**config.mk**
```make
export PLATFORM = sky130hd
export DESIGN_NAME = lane_deskew
export DESIGN_NICKNAME = d
export VERILOG_FILES = /design/src/rtl/lane_deskew_pkg.sv /design/src/rtl/lane_deskew_delay_line.sv /design/src/rtl/lane_deskew.sv
export SDC_FILE = /design/constraint.sdc
export NUM_CORES = 1
export LEC_CHECK = 0
export CORE_MARGIN = 2
export CORE_UTILIZATION = 65
export CTS_CLUSTER_SIZE = 10
export DETAILED_ROUTE_END_ITERATION = 16
export DONT_BUFFER_PORTS = 1
export MAX_ROUTING_LAYER = met4
export PLACE_DENSITY = 0.84
export SLEW_MARGIN = 25
export SYNTH_ARGS = -nofsm -noshare
export SYNTH_HDL_FRONTEND = slang
export SYNTH_SLANG_ARGS = --single-unit
export TNS_END_PERCENT = 5
```
**constraint.sdc**
```tcl
create_clock -name clk -period 7.52 [get_ports clk]
set_input_delay 2.256 -clock clk [delete_from_list [all_inputs] [get_ports clk]]
set_output_delay 2.256 -clock clk [all_outputs]
set_load 0.005 [all_outputs]
```
**src/rtl/lane_deskew_pkg.sv**
```systemverilog
// Shared widths and FSM state type for the lane deskew block.
package lane_deskew_pkg;

  localparam int LANE_W = 8;
  // One bit wider than a delay needs so the counter can exceed MAX_SKEW=7.
  localparam int SKEW_W = 4;

  typedef enum logic [1:0] {
    IDLE    = 2'd0,
    ACQUIRE = 2'd1,
    LOCKED  = 2'd2,
    DRAIN   = 2'd3
  } state_t;

endpackage

```
**src/rtl/lane_deskew_delay_line.sv**
```systemverilog
// lane_delay_line: per-lane shift register of DEPTH data/valid taps with a
// selectable output tap; tap 0 is the input registered once.
module lane_delay_line
  import lane_deskew_pkg::*;
#(
  parameter int DEPTH = 3
) (
  input  logic              clk,
  input  logic              resetn,
  input  logic              in_valid,
  input  logic [LANE_W-1:0] in_data,
  input  logic [SKEW_W-1:0] sel,
  output logic              tap0_valid,
  output logic              out_valid,
  output logic [LANE_W-1:0] out_data
);

  logic [DEPTH-1:0]  valid_q;
  logic [LANE_W-1:0] data_q [DEPTH];

  always_ff @(posedge clk or negedge resetn) begin
    if (!resetn) begin
      valid_q <= '0;
      data_q  <= '{default: '0};
    end else begin
      valid_q[0] <= in_valid;
      data_q[0]  <= in_data;
      for (int k = 1; k < DEPTH; k++) begin
        valid_q[k] <= valid_q[k-1];
        data_q[k]  <= data_q[k-1];
      end
    end
  end

  // Compare-based select keeps out-of-range sel values harmless (reads zero).
  always_comb begin
    out_valid = 1'b0;
    out_data  = '0;
    for (int k = 0; k < DEPTH; k++) begin
      if (sel == SKEW_W'(k)) begin
        out_valid = valid_q[k];
        out_data  = data_q[k];
      end
    end
  end

  assign tap0_valid = valid_q[0];

endmodule

```
**src/rtl/lane_deskew.sv**
```systemverilog
// lane_deskew: measures inter-lane arrival skew, then delays early lanes so
// every output word carries the same byte index from all lanes.
// Optional LANE_DESKEW_STATS_EN adds saturating lock/error counters.
//
// state   | meaning
// IDLE    | waiting for the first lane valid rising edge
// ACQUIRE | counting skew, recording each lane's arrival
// LOCKED  | delays applied, aligned words emitted
// DRAIN   | after an error, waiting for all raw lane valids low
module lane_deskew
  import lane_deskew_pkg::*;
#(
  parameter int NUM_LANES = 2,
  parameter int MAX_SKEW  = 2
) (
  input  logic                        clk,
  input  logic                        resetn,
  input  logic [NUM_LANES-1:0]        lane_valid,
  input  logic [LANE_W*NUM_LANES-1:0] lane_data,
  output logic [LANE_W*NUM_LANES-1:0] word_out,
  output logic                        word_valid,
  output logic                        locked,
  output logic                        align_err
`ifdef LANE_DESKEW_STATS_EN
  ,
  output logic [15:0]                 lock_count,
  output logic [15:0]                 err_count
`endif
);

  localparam int                DEPTH    = MAX_SKEW + 1;
  localparam logic [SKEW_W-1:0] SKEW_LIM = SKEW_W'(MAX_SKEW);

  state_t                      state;
  logic [SKEW_W-1:0]           skew_cnt;
  logic [NUM_LANES-1:0]        rec_q;
  logic [SKEW_W-1:0]           arr_q   [NUM_LANES];
  logic [SKEW_W-1:0]           delay_q [NUM_LANES];

  logic [NUM_LANES-1:0]        tap0_valid;
  logic [NUM_LANES-1:0]        dly_valid;
  logic [LANE_W*NUM_LANES-1:0] dly_data;

  for (genvar g = 0; g < NUM_LANES; g++) begin : g_lane
    lane_delay_line #(.DEPTH(DEPTH)) u_dl (
      .clk        (clk),
      .resetn     (resetn),
      .in_valid   (lane_valid[g]),
      .in_data    (lane_data[g*LANE_W +: LANE_W]),
      .sel        (delay_q[g]),
      .tap0_valid (tap0_valid[g]),
      .out_valid  (dly_valid[g]),
      .out_data   (dly_data[g*LANE_W +: LANE_W])
    );
  end

  logic [NUM_LANES-1:0] rise;
  logic [NUM_LANES-1:0] rec_base;
  logic [NUM_LANES-1:0] rec_next;
  logic [SKEW_W-1:0]    cur_cnt;
  logic [SKEW_W-1:0]    max_arr;
  logic [SKEW_W-1:0]    arr_next [NUM_LANES];
  logic [SKEW_W-1:0]    dly_next [NUM_LANES];

  // Arrival of a lane rising this cycle is the current skew count (0 in IDLE);
  // only a lane not yet recorded takes a new arrival.
  always_comb begin
    rise     = lane_valid & ~tap0_valid;
    rec_base = (state == ACQUIRE) ? rec_q : '0;
    cur_cnt  = (state == ACQUIRE) ? skew_cnt : '0;
    rec_next = rec_base | rise;
    max_arr  = '0;
    for (int i = 0; i < NUM_LANES; i++) begin
      arr_next[i] = (rise[i] && !rec_base[i]) ? cur_cnt : arr_q[i];
      if (arr_next[i] > max_arr) max_arr = arr_next[i];
    end
    for (int i = 0; i < NUM_LANES; i++) begin
      dly_next[i] = max_arr - arr_next[i];
    end
  end

  always_ff @(posedge clk or negedge resetn) begin
    if (!resetn) begin
      state      <= IDLE;
      skew_cnt   <= '0;
      rec_q      <= '0;
      arr_q      <= '{default: '0};
      delay_q    <= '{default: '0};
      locked     <= 1'b0;
      align_err  <= 1'b0;
      word_valid <= 1'b0;
      word_out   <= '0;
    end else begin
      align_err  <= 1'b0;
      word_valid <= 1'b0;
      word_out   <= '0;
      case (state)
        IDLE: begin
          if (|rise) begin
            rec_q    <= rise;
            arr_q    <= arr_next;
            skew_cnt <= SKEW_W'(1);
            if (&rise) begin
              delay_q <= dly_next;
              locked  <= 1'b1;
              state   <= LOCKED;
            end else begin
              state <= ACQUIRE;
            end
          end
        end
        ACQUIRE: begin
          skew_cnt <= skew_cnt + SKEW_W'(1);
          rec_q    <= rec_next;
          arr_q    <= arr_next;
          if (skew_cnt > SKEW_LIM) begin
            align_err <= 1'b1;
            state     <= DRAIN;
          end else if (&rec_next) begin
            delay_q <= dly_next;
            locked  <= 1'b1;
            state   <= LOCKED;
          end
        end
        LOCKED: begin
          if (&dly_valid) begin
            word_valid <= 1'b1;
            word_out   <= dly_data;
          end else if (~|dly_valid) begin
            locked  <= 1'b0;
            delay_q <= '{default: '0};
            state   <= IDLE;
          end else begin
            align_err <= 1'b1;
            locked    <= 1'b0;
            delay_q   <= '{default: '0};
            state     <= DRAIN;
          end
        end
        DRAIN: begin
          if (~|lane_valid) state <= IDLE;
        end
        default: state <= IDLE;
      endcase
    end
  end

`ifdef LANE_DESKEW_STATS_EN
  logic locked_d;

  // Counters trail the event by one cycle; entry to LOCKED is the rise of locked.
  always_ff @(posedge clk or negedge resetn) begin
    if (!resetn) begin
      locked_d   <= 1'b0;
      lock_count <= '0;
      err_count  <= '0;
    end else begin
      locked_d <= locked;
      if (locked && !locked_d && lock_count != 16'hFFFF)
        lock_count <= lock_count + 16'd1;
      if (align_err && err_count != 16'hFFFF)
        err_count <= err_count + 16'd1;
    end
  end
`endif

endmodule

```
After elaboration in Yosys (flattened, before gate mapping)
Cells that the tools add are included.
W data, S select, Z words.

word-level totals
  bits in registers = 97
  bits in latches = 0
  memory bits (writable) = 0
  ROM bits = 0
  input bits = 20
  output and inout bits = 19
  logic and storage cells = 112
  memories kept = 0

cells by class
  add/subtract/negate cells = 3
  $mul = 0
  div/mod/pow operators = 0
  $lt $le $gt $ge = 3
  eq/ne operators = 14
  shift operators = 0
  mux-type cells = 52
  bitwise gates (word level) = 3
  reductions and logical operators = 18

operators with widths
  operator               count
  $mux W8                12
  $mux W16               2
  $mux W4                6
  $pmux W8 S3            1
  $mux W2                9
  $mux W1                16
  $pmux W8 S2            1
  $ne A2 B2 Y1 const B   5
  $eq A4 B1 Y1 const B   2
  $eq A4 B2 Y1 const B   2
  $logic_not A4 Y1       2
  $pmux W2 S4            1
  $pmux W4 S2            1
  $reduce_and A2 Y1      4
  $sub A4 B4 Y4          2
  $reduce_and A6 Y1      1
  $reduce_or A2 Y1       3
  $add A4 B1 Y4 const B  1
  $eq A2 B2 Y1 const B   2
  $gt A4 B1 Y1 const B   1
  $gt A4 B2 Y1 const B   1
  $gt A4 B4 Y1           1
  $pmux W2 S2            1
  $reduce_and A4 Y1      1
  13 further kinds       15

Longest topological paths before layout
Gate-level depths: netlist of the first run.

  depth in word-level cells = 13
  gate-level depth with buffers = 19
  mapped depth without buffers = 19

By module
Synthesis of the first run repeated with hierarchy kept, for this count alone.

second synthesis, totals
  cell total of the unflattened synthesis = 328
  area total of the unflattened synthesis = 4,144.0 µm²

modules (own cells, without submodules)
  module           times used  cells each  area an instance (µm²)  sequential area each (µm²)
  lane_deskew      1           230         2,364.8                 1,076.0
  lane_delay_line  2           49          889.6                   675.6

Worst setup path after synthesis of the first run
OpenSTA, ideal clock, no wires.

  kind = input -> register
  from = in lane_valid[1]
  to = reg delay_q[7] (netlist name)
  setup time = 0.124 ns
  data arrival time = 5.195 ns
  slack = 2.201 ns
  cell stages on the path = 17
  buffers on the path = 0
  cell sequence = nand2b_1 > nor2_1 > a22oi_1 > inv_1 > ha_1 > nor2b_1 > o21ai_1 > a21oi_1 > inv_1 > a21boi_0 > ha_1 > nor2b_1 > o21ai_0 > nand2b_1 > nor2b_1 > nor4bb_1 > a211o_1

RTL lines
  what                  RTL line            RTL
  from (decl)           lane_deskew.sv:18   input logic [NUM_LANES-1:0] lane_valid,
  to (signal assigned)  lane_deskew.sv:104  delay_q <= dly_next;
  to (signal assigned)  lane_deskew.sv:120  delay_q <= dly_next;
  to (decl)             lane_deskew.sv:38   logic [SKEW_W-1:0] delay_q [NUM_LANES];

==> results of run 1 <==
[layer usage]
| metal | up-vias | track usage | part of all wire |
|---|---|---|---|
| li1 | 1215 | - | - |
| met1 | 1366 | 0.3343 | 0.43 |
| met2 | 83 | 0.4097 | 0.51 |
| met3 | 15 | 0.05844 | 0.048 |
| met4 | 0 | 0.09672 | 0.017 |
| met5 | - | - | 0 |
[flip-flops by register name, indices dropped and copies added (netlist names)]
register,count
arr_q,8
word_out,16
word_valid,1
delay_q,8
state,2
skew_cnt,4
g_lane.u_dl.valid_q,6
rec_q,2
align_err,1
g_lane.u_dl.data_q,48
locked,1
[cell type report]
type	instances	area (µm²)
flip-flops and latches	97	2427
fillers	385	1652
multi-input cells	214	1454
clock buffers	9	123.9
inverters	28	105.1
well taps	75	93.84
clock inverters	7	92.59
repair buffers	1	7.507
[report_power, final]
part	leakage [µW]	internal, µW	switching, µW
Sequential	0.00121	596	79.8
Clock	0.000109	164	202
Combinational	0.000700	307	457
Total	0.00202	1070	738
[through the flow]
step	worst slack [ps]	area [µm²]	total power, µW	cells
after floorplan	2201	4034	1255	351
after global placement	1886	4088	1380	415
after detailed placement	1568	4088	1430	415
after CTS	1929	4304	1803	431
after global routing	1628	4304	1947	431
final	1872	4304	1806	431
[cell families after synthesis]
family	Yosys count
xor gates and xnor gates	3
DFF	97
buffers and inverters	40
AOI/OAI and AO/OA	90
muxes	3
adders and majority gates	22
and+or+nand+nor	96
[layout by cell type (no fill, tap or decap), types with 2 or more instances in the layout]
cell      instances
inv_1            28
o31ai_1           7
a21oi_1           2
and3b_1           2
ha_1             20
or2_2             2
a21boi_0          2
o21a_1            2
o21ai_1           2
nand3b_1          4
nor2b_1           7
nand2b_1          5
xor2_1            2
nand3_1           3
clkbuf_8          9
mux2i_1           3
o21ai_0          40
a22o_1            2
nand2b_2          2
nor2_1           25
a22oi_1           6
nand2_2           2
fa_1              2
nand4_1           2
inv_6             2
dfrtp_1          97
nand2_1          36
clkinv_4          2
o221ai_1         16
[how the worst max path moves through the flow]
stage                       start                endpoint  slack (ps)  depth (start not counted)
detailed placement  lane_valid[1]  delay_q[7]$_DFFE_PN0P_        1570                         17
finish              lane_valid[1]  delay_q[7]$_DFFE_PN0P_        1870                         17
global placement    lane_valid[1]  delay_q[7]$_DFFE_PN0P_        1890                         17
global route        lane_valid[1]  delay_q[7]$_DFFE_PN0P_        1630                         17
floorplan           lane_valid[1]  delay_q[7]$_DFFE_PN0P_        2200                         17
CTS                 lane_valid[1]  delay_q[7]$_DFFE_PN0P_        1930                         17
[worst register-to-register path, delay by kind of cell (launching register included)]
kind	cells	cell delay [ps]
AND/OR/NAND/NOR	7	1040
flip-flops	1	440
buffers and inverters	3	490
adder cells (fa/ha/maj)	3	1100
AO/OA/AOI/OAI	6	1520
==> out/results.ini, run 1 <==
[clock_network]
insertion_delay_ps=370
h-tree-depth=3
cts.sinks=97
cts_max_path_buffers=2
cts_setup_buffers=0
cts_root_buf=clkbuf_8
cts.hold.buffers_added=0
post_cts_resized=0
cts_tree=yes
clk_pin_slew_ps=110
cts_buffers=9

[final_layout]
area_delta_synth_final_pct=6.700
nets=393
antenna_cells=0
final_core_util=0.7227
drive_above_1_share=0.08427

[drt]
vias=2679
ant_nets=0
wl_mm=7.817
post_drt_via_cell_ratio=6.216
drt-pass1-iter-count=4
drc=0
first_iter_violations=165
wl_per_cell_um=18.14

[logic_synthesis]
synth_cell_type_count=47
synth_xor_area_frac=0.008375
yosysMostFrequentCell=dfrtp_1
synthMuxAreaShare=0.007444
synthArstFlopShare=1.000
synth_edf_count=0
synth-compound-area-share=0.1551
synth_nets=393
synthTopCellsByCount=97 x dfrtp_1, 40 x o21ai_0, 36 x nand2_1
synth_top_family_by_area=compound AO/OA/AOI/OAI gates
synthSimpleGateAreaFrac=0.1176
ys_seq_elements=97
synth_area_mm2=0.004034
synth_cells=351
avgSynthCellArea_um2=11.49
synth_fa_ha_area_frac=0.07196
yosysTopAreaCell=dfrtp_1
ys_top_cells_by_area=dfrtp_1 60%, ha_1 6.2%, o21ai_0 5.0%
ys.flop_type=dfrtp_1
synth_warnings=0
yosysSeqAreaShare=0.6017
yosys.area.top_type_share=0.6017

[global_routing]
grt_max_degree=98
track_usage=0.2600
grt_pass1_wl_mm=12.62
antenna_found_initial=0
grt_pass1_vias=2573
gr-total-overflow=0

[die]
fp.coreArea_mm2=0.005956
pin_count=39
fp.dieW_um=82.78
floorplan.initialDensity=0.6773
rows=28
fp.dieH_um=82.78
dieArea_mm2=0.006852

[sta]
final_max_slew_viol_count=0
fmax_mhz=177.0
hold_slack_ps=372.3
tightest_slew_ps=852.4
slew_headroom=0.4300
period_needed_ps=5648
finalCritPeriodShare=0.7511
finalSetupTns_ps=0
setup_viol=0
rsz0062_at_grt=false
hold_viol_final=0
clock_skew_ps=12.46

[run]
maxCapViolations=0

[critical_path]
path_buf_inv=2
critPathLaunchType=input port
slowest_delay_ps=500
reg2reg_setup_slack_ps=2820
crit_family=compound AO/OA/AOI/OAI gates
crit_top_cell=nor2b_1
cp.required_ps=7780
worst-path-max-fanout=7
cp_slowest_cell=a21oi_1
rr_worst_depth=19
path_cells=nand2b_1 -> nor2_1 -> a22oi_1 -> inv_1 -> ha_1 -> nor2b_1 -> o21ai_1 -> a21oi_1 -> inv_1 -> a21boi_0 -> ha_1 -> nor2b_1 -> o21ai_0 -> nand2b_1 -> nor2b_1 -> nor4bb_1 -> a211o_1
worstSetupEndpointType=flop
r2r_end=delay_q[7]$_DFFE_PN0P_
path_class=input port to flop
reg2reg_from=state[1]$_DFFE_PN0P_
cp.arrival_ps=5910

[placement]
place_hpwl_mm=5.169
portBuffers=0
gp_congestion=0.8929

[min_path]
min_path_type=flop to flop
worst_hold_path.num_cells=0
hold_end=g_lane[1].u_dl.data_q[7]$_DFF_PN0_
min_from=g_lane[1].u_dl.data_q[15]$_DFF_PN0_

[run_status]
outcome=completed

[pwr]
powerDensity_mw_per_mm2=419.6
peakVddDrop_mv=0.2680
p_leak_uw=0.002020

No activity file was read; power rests on OpenSTA's default activity.
==> run 2, diff against run 1 <==
--- a/config.mk
+++ b/config.mk
@@ -6,12 +6,12 @@
 export NUM_CORES = 1
 export LEC_CHECK = 0
 export CORE_MARGIN = 2
-export CORE_UTILIZATION = 65
+export CORE_UTILIZATION = 62
 export CTS_CLUSTER_SIZE = 10
 export DETAILED_ROUTE_END_ITERATION = 16
 export DONT_BUFFER_PORTS = 1
 export MAX_ROUTING_LAYER = met4
-export PLACE_DENSITY = 0.84
+export PLACE_DENSITY = 0.81
 export SLEW_MARGIN = 25
 export SYNTH_ARGS = -nofsm -noshare
 export SYNTH_HDL_FRONTEND = slang
==> constraint.sdc (replaced) <==
create_clock -name clk -period 5.6 [get_ports clk]
set_input_delay 1.68 -clock clk [delete_from_list [all_inputs] [get_ports clk]]
set_output_delay 1.68 -clock clk [all_outputs]
set_load 0.005 [all_outputs]
==> out/results.ini, run 2 (same netlist as run 1, synthesis figures left out) <==
[sta]
final_max_slew_viol_count=0  ; unchanged
clock_skew_ps=9.743  ; -2.721 ps
tightest_slew_ps=759.6  ; -92.83 ps
setup_viol=0  ; unchanged
period_needed_ps=4558
hold_viol_final=0  ; unchanged
finalSetupTns_ps=0  ; unchanged
finalCritPeriodShare=0.8140
slew_headroom=0.4883  ; +0.05823
fmax_mhz=219.4
rsz0062_at_grt=false

[drt]
vias=2493  ; -6.9%
drc=0  ; unchanged
ant_nets=0  ; unchanged
post_drt_via_cell_ratio=5.744  ; -7.6%
drt-pass1-iter-count=4  ; unchanged
wl_mm=6.866  ; -12%
wl_per_cell_um=15.82  ; -13%
first_iter_violations=81  ; -51%

[die]
rows=29  ; +3.6%
fp.coreArea_mm2=0.006314  ; +6.0%
pin_count=39  ; unchanged
dieArea_mm2=0.007167  ; +4.6%
fp.dieH_um=84.66  ; +2.3%
fp.dieW_um=84.66  ; +2.3%
floorplan.initialDensity=0.6389  ; -0.03839

[critical_path]
cp.required_ps=5850  ; -1930 ps
critPathLaunchType=input port
path_class=input port to flop
startpoint=lane_valid[1]
cp.arrival_ps=4810  ; -1100 ps
worst-path-max-fanout=7  ; unchanged
worstSetupEndpointType=flop
reg2reg_from=state[1]$_DFFE_PN0P_

[min_path]
min_from=g_lane[0].u_dl.data_q[10]$_DFF_PN0_
min_path_type=flop to flop

[global_routing]
grt_pass1_vias=2395  ; -6.9%
grt_max_degree=98  ; unchanged
track_usage=0.2197  ; -0.04022
grt_pass1_wl_mm=11.70  ; -7.3%
gr-total-overflow=0  ; unchanged
antenna_found_initial=0  ; unchanged

[final_layout]
antenna_cells=0  ; unchanged
reg_top3=g_lane.u_dl.data_q: 48 flops, word_out: 16 flops
multi_input_comb_area_mm2=0.001454  ; unchanged
final_cell_mix=97 x dfrtp_1, 40 x o21ai_0, 36 x nand2_1
nets=394  ; +0.25%
fin_area_mm2=0.004322  ; +0.41%
area_delta_synth_final_pct=7.134
layout_commonest_cell=dfrtp_1
largest_reg_flops=48  ; unchanged
largest-register=g_lane.u_dl.data_q
fillerInstances=443  ; +15%
drive_above_1_share=0.08403  ; -0.0002360
seq_area_mm2=0.002427  ; unchanged

[placement]
place_hpwl_mm=4.703  ; -9.0%
gp_congestion=0.8728  ; -2.3%
placedInstanceArea_mm2=0.004098  ; +0.24%
portBuffers=0  ; unchanged

[run_status]
outcome=completed

[pwr]
peakVddDrop_mv=0.3739  ; +40%
powerDensity_mw_per_mm2=553.9  ; +32%
p_leak_uw=0.002025  ; +0.25%

[clock_network]
cts_setup_buffers=0  ; unchanged
cts_tree=yes
insertion_delay_ps=370  ; about the same
cts_max_path_buffers=2  ; unchanged
clk_pin_slew_ps=90  ; -20 ps
h-tree-depth=3  ; unchanged
cts.sinks=97  ; unchanged
cts_root_buf=clkbuf_8
cts_buffers=9  ; unchanged
cts.hold.buffers_added=0  ; unchanged
post_cts_resized=0  ; unchanged

[run]
maxCapViolations=0  ; unchanged

[run 2: worst max-delay path: stages]
cell	delay [ps]
nand2b_1	170
nor2_1	110
a22oi_1	330
inv_1	150
ha_1	330
nor2b_1	140
o21ai_1	70
a21oi_1	140
buf_4	160
inv_1	70
a21boi_0	290
ha_1	290
nor2b_1	120
o21ai_0	130
nand2b_1	90
nor2b_1	130
nor4bb_1	140
a211o_1	250
[run 2: final cells by class]
| cell class | count | share of cell area |
|---|---|---|
| Multi-Input combinational cell | 214 | 0.3364 |
| Timing Repair Buffer | 2 | 0.003474 |
| Clock buffer | 10 | 0.02953 |
| Sequential cell | 97 | 0.5617 |
| Clock inverter | 6 | 0.02229 |
| Inverter | 28 | 0.02432 |
| Tap cell | 77 | 0.02229 |
[run 2: per-layer routing]
| metal | vias up | GRT usage | wire [µm] | part of all wire |
|---|---|---|---|---|
| li1 | 1224 | - | - | - |
| met1 | 1213 | 0.2842 | 3057 | 0.45 |
| met2 | 49 | 0.3357 | 3442 | 0.50 |
| met3 | 7 | 0.07178 | 304 | 0.044 |
| met4 | 0 | 0.06494 | 62 | 0.0090 |
| met5 | - | - | 0 | 0 |
[run 2: path summary, 6_finish.rpt]
| kind | to | slack [ps] | depth (start not counted) |
|---|---|---|---|
| max in group asynchronous | word_out[11]$_DFF_PN0_ | 4500 | 0 |
| min in group asynchronous | g_lane[0].u_dl.data_q[9]$_DFF_PN0_ | 990 | 0 |
| hold reg to reg | g_lane[0].u_dl.data_q[2]$_DFF_PN0_ | 370 | 0 |
| hold / removal | g_lane[0].u_dl.data_q[2]$_DFF_PN0_ | 370 | 0 |
| setup / recovery | delay_q[7]$_DFFE_PN0P_ | 1040 | 18 |
| setup reg to reg | delay_q[7]$_DFFE_PN0P_ | 1460 | 19 |
[run 2: power breakdown]
| group | internal, µW | switching (µW) |
|---|---|---|
| combinational | 424 | 568 |
| clock | 258 | 243 |
| sequential | 800 | 100 |
| total | 1480 | 911 |
[run 2: through the flow]
step           utilization  instances  hold slack (ps)  worst slack, ps  power [µW]
2_1_floorplan            -        351            346.6            857.1        1686
3_3_place_gp        0.6490        418            348.7            779.8        1878
3_5_place_dp        0.6490        418            357.2            642.3        1905
4_1_cts             0.6845        434            375.8             1046        2413
5_1_grt             0.6845        434            387.5            580.5        2615
6_report            0.6845        434            370.9             1042        2394
==> run 3, diff against run 2 <==
==> constraint.sdc (replaced) <==
create_clock -name clk -period 4.3 [get_ports clk]
set_input_delay 1.29 -clock clk [delete_from_list [all_inputs] [get_ports clk]]
set_output_delay 1.29 -clock clk [all_outputs]
set_load 0.005 [all_outputs]
==> out/results.ini, run 3 (same netlist as run 1, synthesis figures left out) <==
[run_status]
outcome=completed

[die]
dieArea_mm2=0.007167  ; unchanged
pin_count=39  ; unchanged
fp.dieH_um=84.66  ; unchanged
fp.coreArea_mm2=0.006314  ; unchanged
floorplan.initialDensity=0.6389  ; unchanged
fp.dieW_um=84.66  ; unchanged
rows=29  ; unchanged

[sta]
fmax_mhz=259.6
tightest_slew_ps=515.0  ; -244.6 ps
slew_headroom=0.6567  ; +0.1684
clock_skew_ps=7.441  ; -2.302 ps
hold_viol_final=0  ; unchanged
period_needed_ps=3852
finalSetupTns_ps=0  ; unchanged
rsz0062_at_grt=false
setup_viol=0  ; unchanged
final_max_slew_viol_count=0  ; unchanged
finalCritPeriodShare=0.8958
fin_ws_ps=447.9  ; -593.9 ps

[critical_path]
path_class=input port to flop
worstSetupEndpointType=flop
cp.arrival_ps=4150  ; -660 ps
worst-path-max-fanout=4  ; -3
cp.required_ps=4600  ; -1250 ps
critPathLaunchType=input port

[final_layout]
fin_cells=444  ; +2.3%
final_cell_mix=97 x dfrtp_1, 40 x o21ai_0, 36 x nand2_1
largest_reg_flops=48  ; unchanged
nets=404  ; +2.5%
fillerInstances=416  ; -6.1%
reg_top3=g_lane.u_dl.data_q: 48 flops, word_out: 16 flops
area_delta_synth_final_pct=8.530
antenna_cells=0  ; unchanged
layout_commonest_cell=dfrtp_1
largest-register=g_lane.u_dl.data_q
drive_above_1_share=0.1172  ; +0.03313

[clock_network]
cts.sinks=97  ; unchanged
cts_tree=yes
cts_max_path_buffers=2  ; unchanged
clk_pin_slew_ps=90  ; about the same
insertion_delay_ps=360  ; about the same
cts.hold.buffers_added=0  ; unchanged
cts_root_buf=clkbuf_8
cts_setup_buffers=0  ; unchanged
h-tree-depth=3  ; unchanged
cts_buffers=9  ; unchanged

[placement]
gp_congestion=0.9213  ; +5.6%
dp_slack_ps=149.2  ; -493.1 ps
portBuffers=0  ; unchanged
place_hpwl_mm=4.961  ; +5.5%
dp.cells=428  ; +2.4%

[min_path]
min_path_type=flop to flop

[drt]
post_drt_via_cell_ratio=5.768  ; +0.41%
drc=0  ; unchanged
drt-pass1-iter-count=4  ; unchanged
ant_nets=0  ; unchanged
first_iter_violations=146  ; +80%
wl_per_cell_um=16.38  ; +3.5%
vias=2561  ; +2.7%
wl_mm=7.273  ; +5.9%

[global_routing]
grt_max_degree=98  ; unchanged
gr-total-overflow=0  ; unchanged
grt_pass1_wl_mm=12.33  ; +5.4%
track_usage=0.2281  ; +0.008344
antenna_found_initial=0  ; unchanged
grt_pass1_vias=2612  ; +9.1%

[pwr]
powerDensity_mw_per_mm2=732.1  ; +32%
peakVddDrop_mv=0.5067  ; +36%
p_leak_uw=0.002057  ; +1.6%

[run]
maxCapViolations=0  ; unchanged

run 3: cell types whose count changed in the layout (fill, tap and decap cells not counted):
cell,delta
clkinv_4,+2
a21oi_2,+1
inv_6,-1
a21oi_1,-1
ha_2,+1
bufinv_16,-2
buf_4,+10
ha_1,-1
clkbuf_1,-1
clkinv_8,+1
clkbuf_8,+1
run 3: area by class of cell:
type,count,area [µm²],share of cell area
multi-input combinational,214,1460,0.3335
timing repair buffer,12,90.09,0.02058
inverter,28,105.1,0.02401
clock buffer,10,137.6,0.03144
sequential,97,2427,0.5544
tap,77,96.34,0.02201
clock inverter,6,61.31,0.01400
run 3: stage by stage:
stage,util,instance area (µm²),hold slack [ps],power [µW]
2_1_floorplan,-,4038,346.6,2207
3_3_place_gp,0.6615,4177,355.9,2539
3_5_place_dp,0.6615,4177,359.1,2638
4_1_cts,0.6930,4375,378.2,3215
5_1_grt,0.6934,4378,386.6,3484
6_report,0.6934,4378,374.2,3205
run 3: path summary, 6_finish.rpt:
| check | from | end | slack, ps | depth (start not counted) |
|---|---|---|---|---|
| worst max-delay path | lane_valid[1] | delay_q[3]$_DFFE_PN0P_ | 450 | 17 |
| worst max register to register | state[1]$_DFFE_PN0P_ | delay_q[3]$_DFFE_PN0P_ | 560 | 18 |
| worst min-delay path | g_lane[0].u_dl.data_q[15]$_DFF_PN0_ | g_lane[0].u_dl.data_q[7]$_DFF_PN0_ | 370 | 0 |
| max in group asynchronous | resetn | state[0]$_DFFE_PN0P_ | 3590 | 0 |
| min in group asynchronous | resetn | word_out[3]$_DFF_PN0_ | 610 | 0 |
| worst min register to register | g_lane[0].u_dl.data_q[15]$_DFF_PN0_ | g_lane[0].u_dl.data_q[7]$_DFF_PN0_ | 370 | 0 |
run 3: critical path, cell delays in order:
cell and delay [ps]:
and2b_1 190, nand2_1 120, a22oi_1 200, inv_1 100
ha_1 300, nor2b_1 140, o21ai_1 80, a21oi_2 200
inv_1 80, a21boi_0 230, buf_4 160, ha_1 210
nor2b_1 120, o21ai_0 140, nand2b_1 80, a2111oi_0 340
nand3b_1 150
run 3: routing by layer:
layer,global-route usage,wire (µm)
met5,-,0
met4,0.07215,129
met3,0.06883,287
met2,0.3629,3651
met1,0.2829,3206
run 3: timing repair:
item,in CTS,in global routing
endpoints found under the setup margin,0,1
gates resized for setup,0,1
hold endpoints to repair,0,0
run 3: power by group:
group	switching [µW]	total, µW	internal, µW
logic	816	1470	649
registers	133	1180	1040
clock network	326	564	239
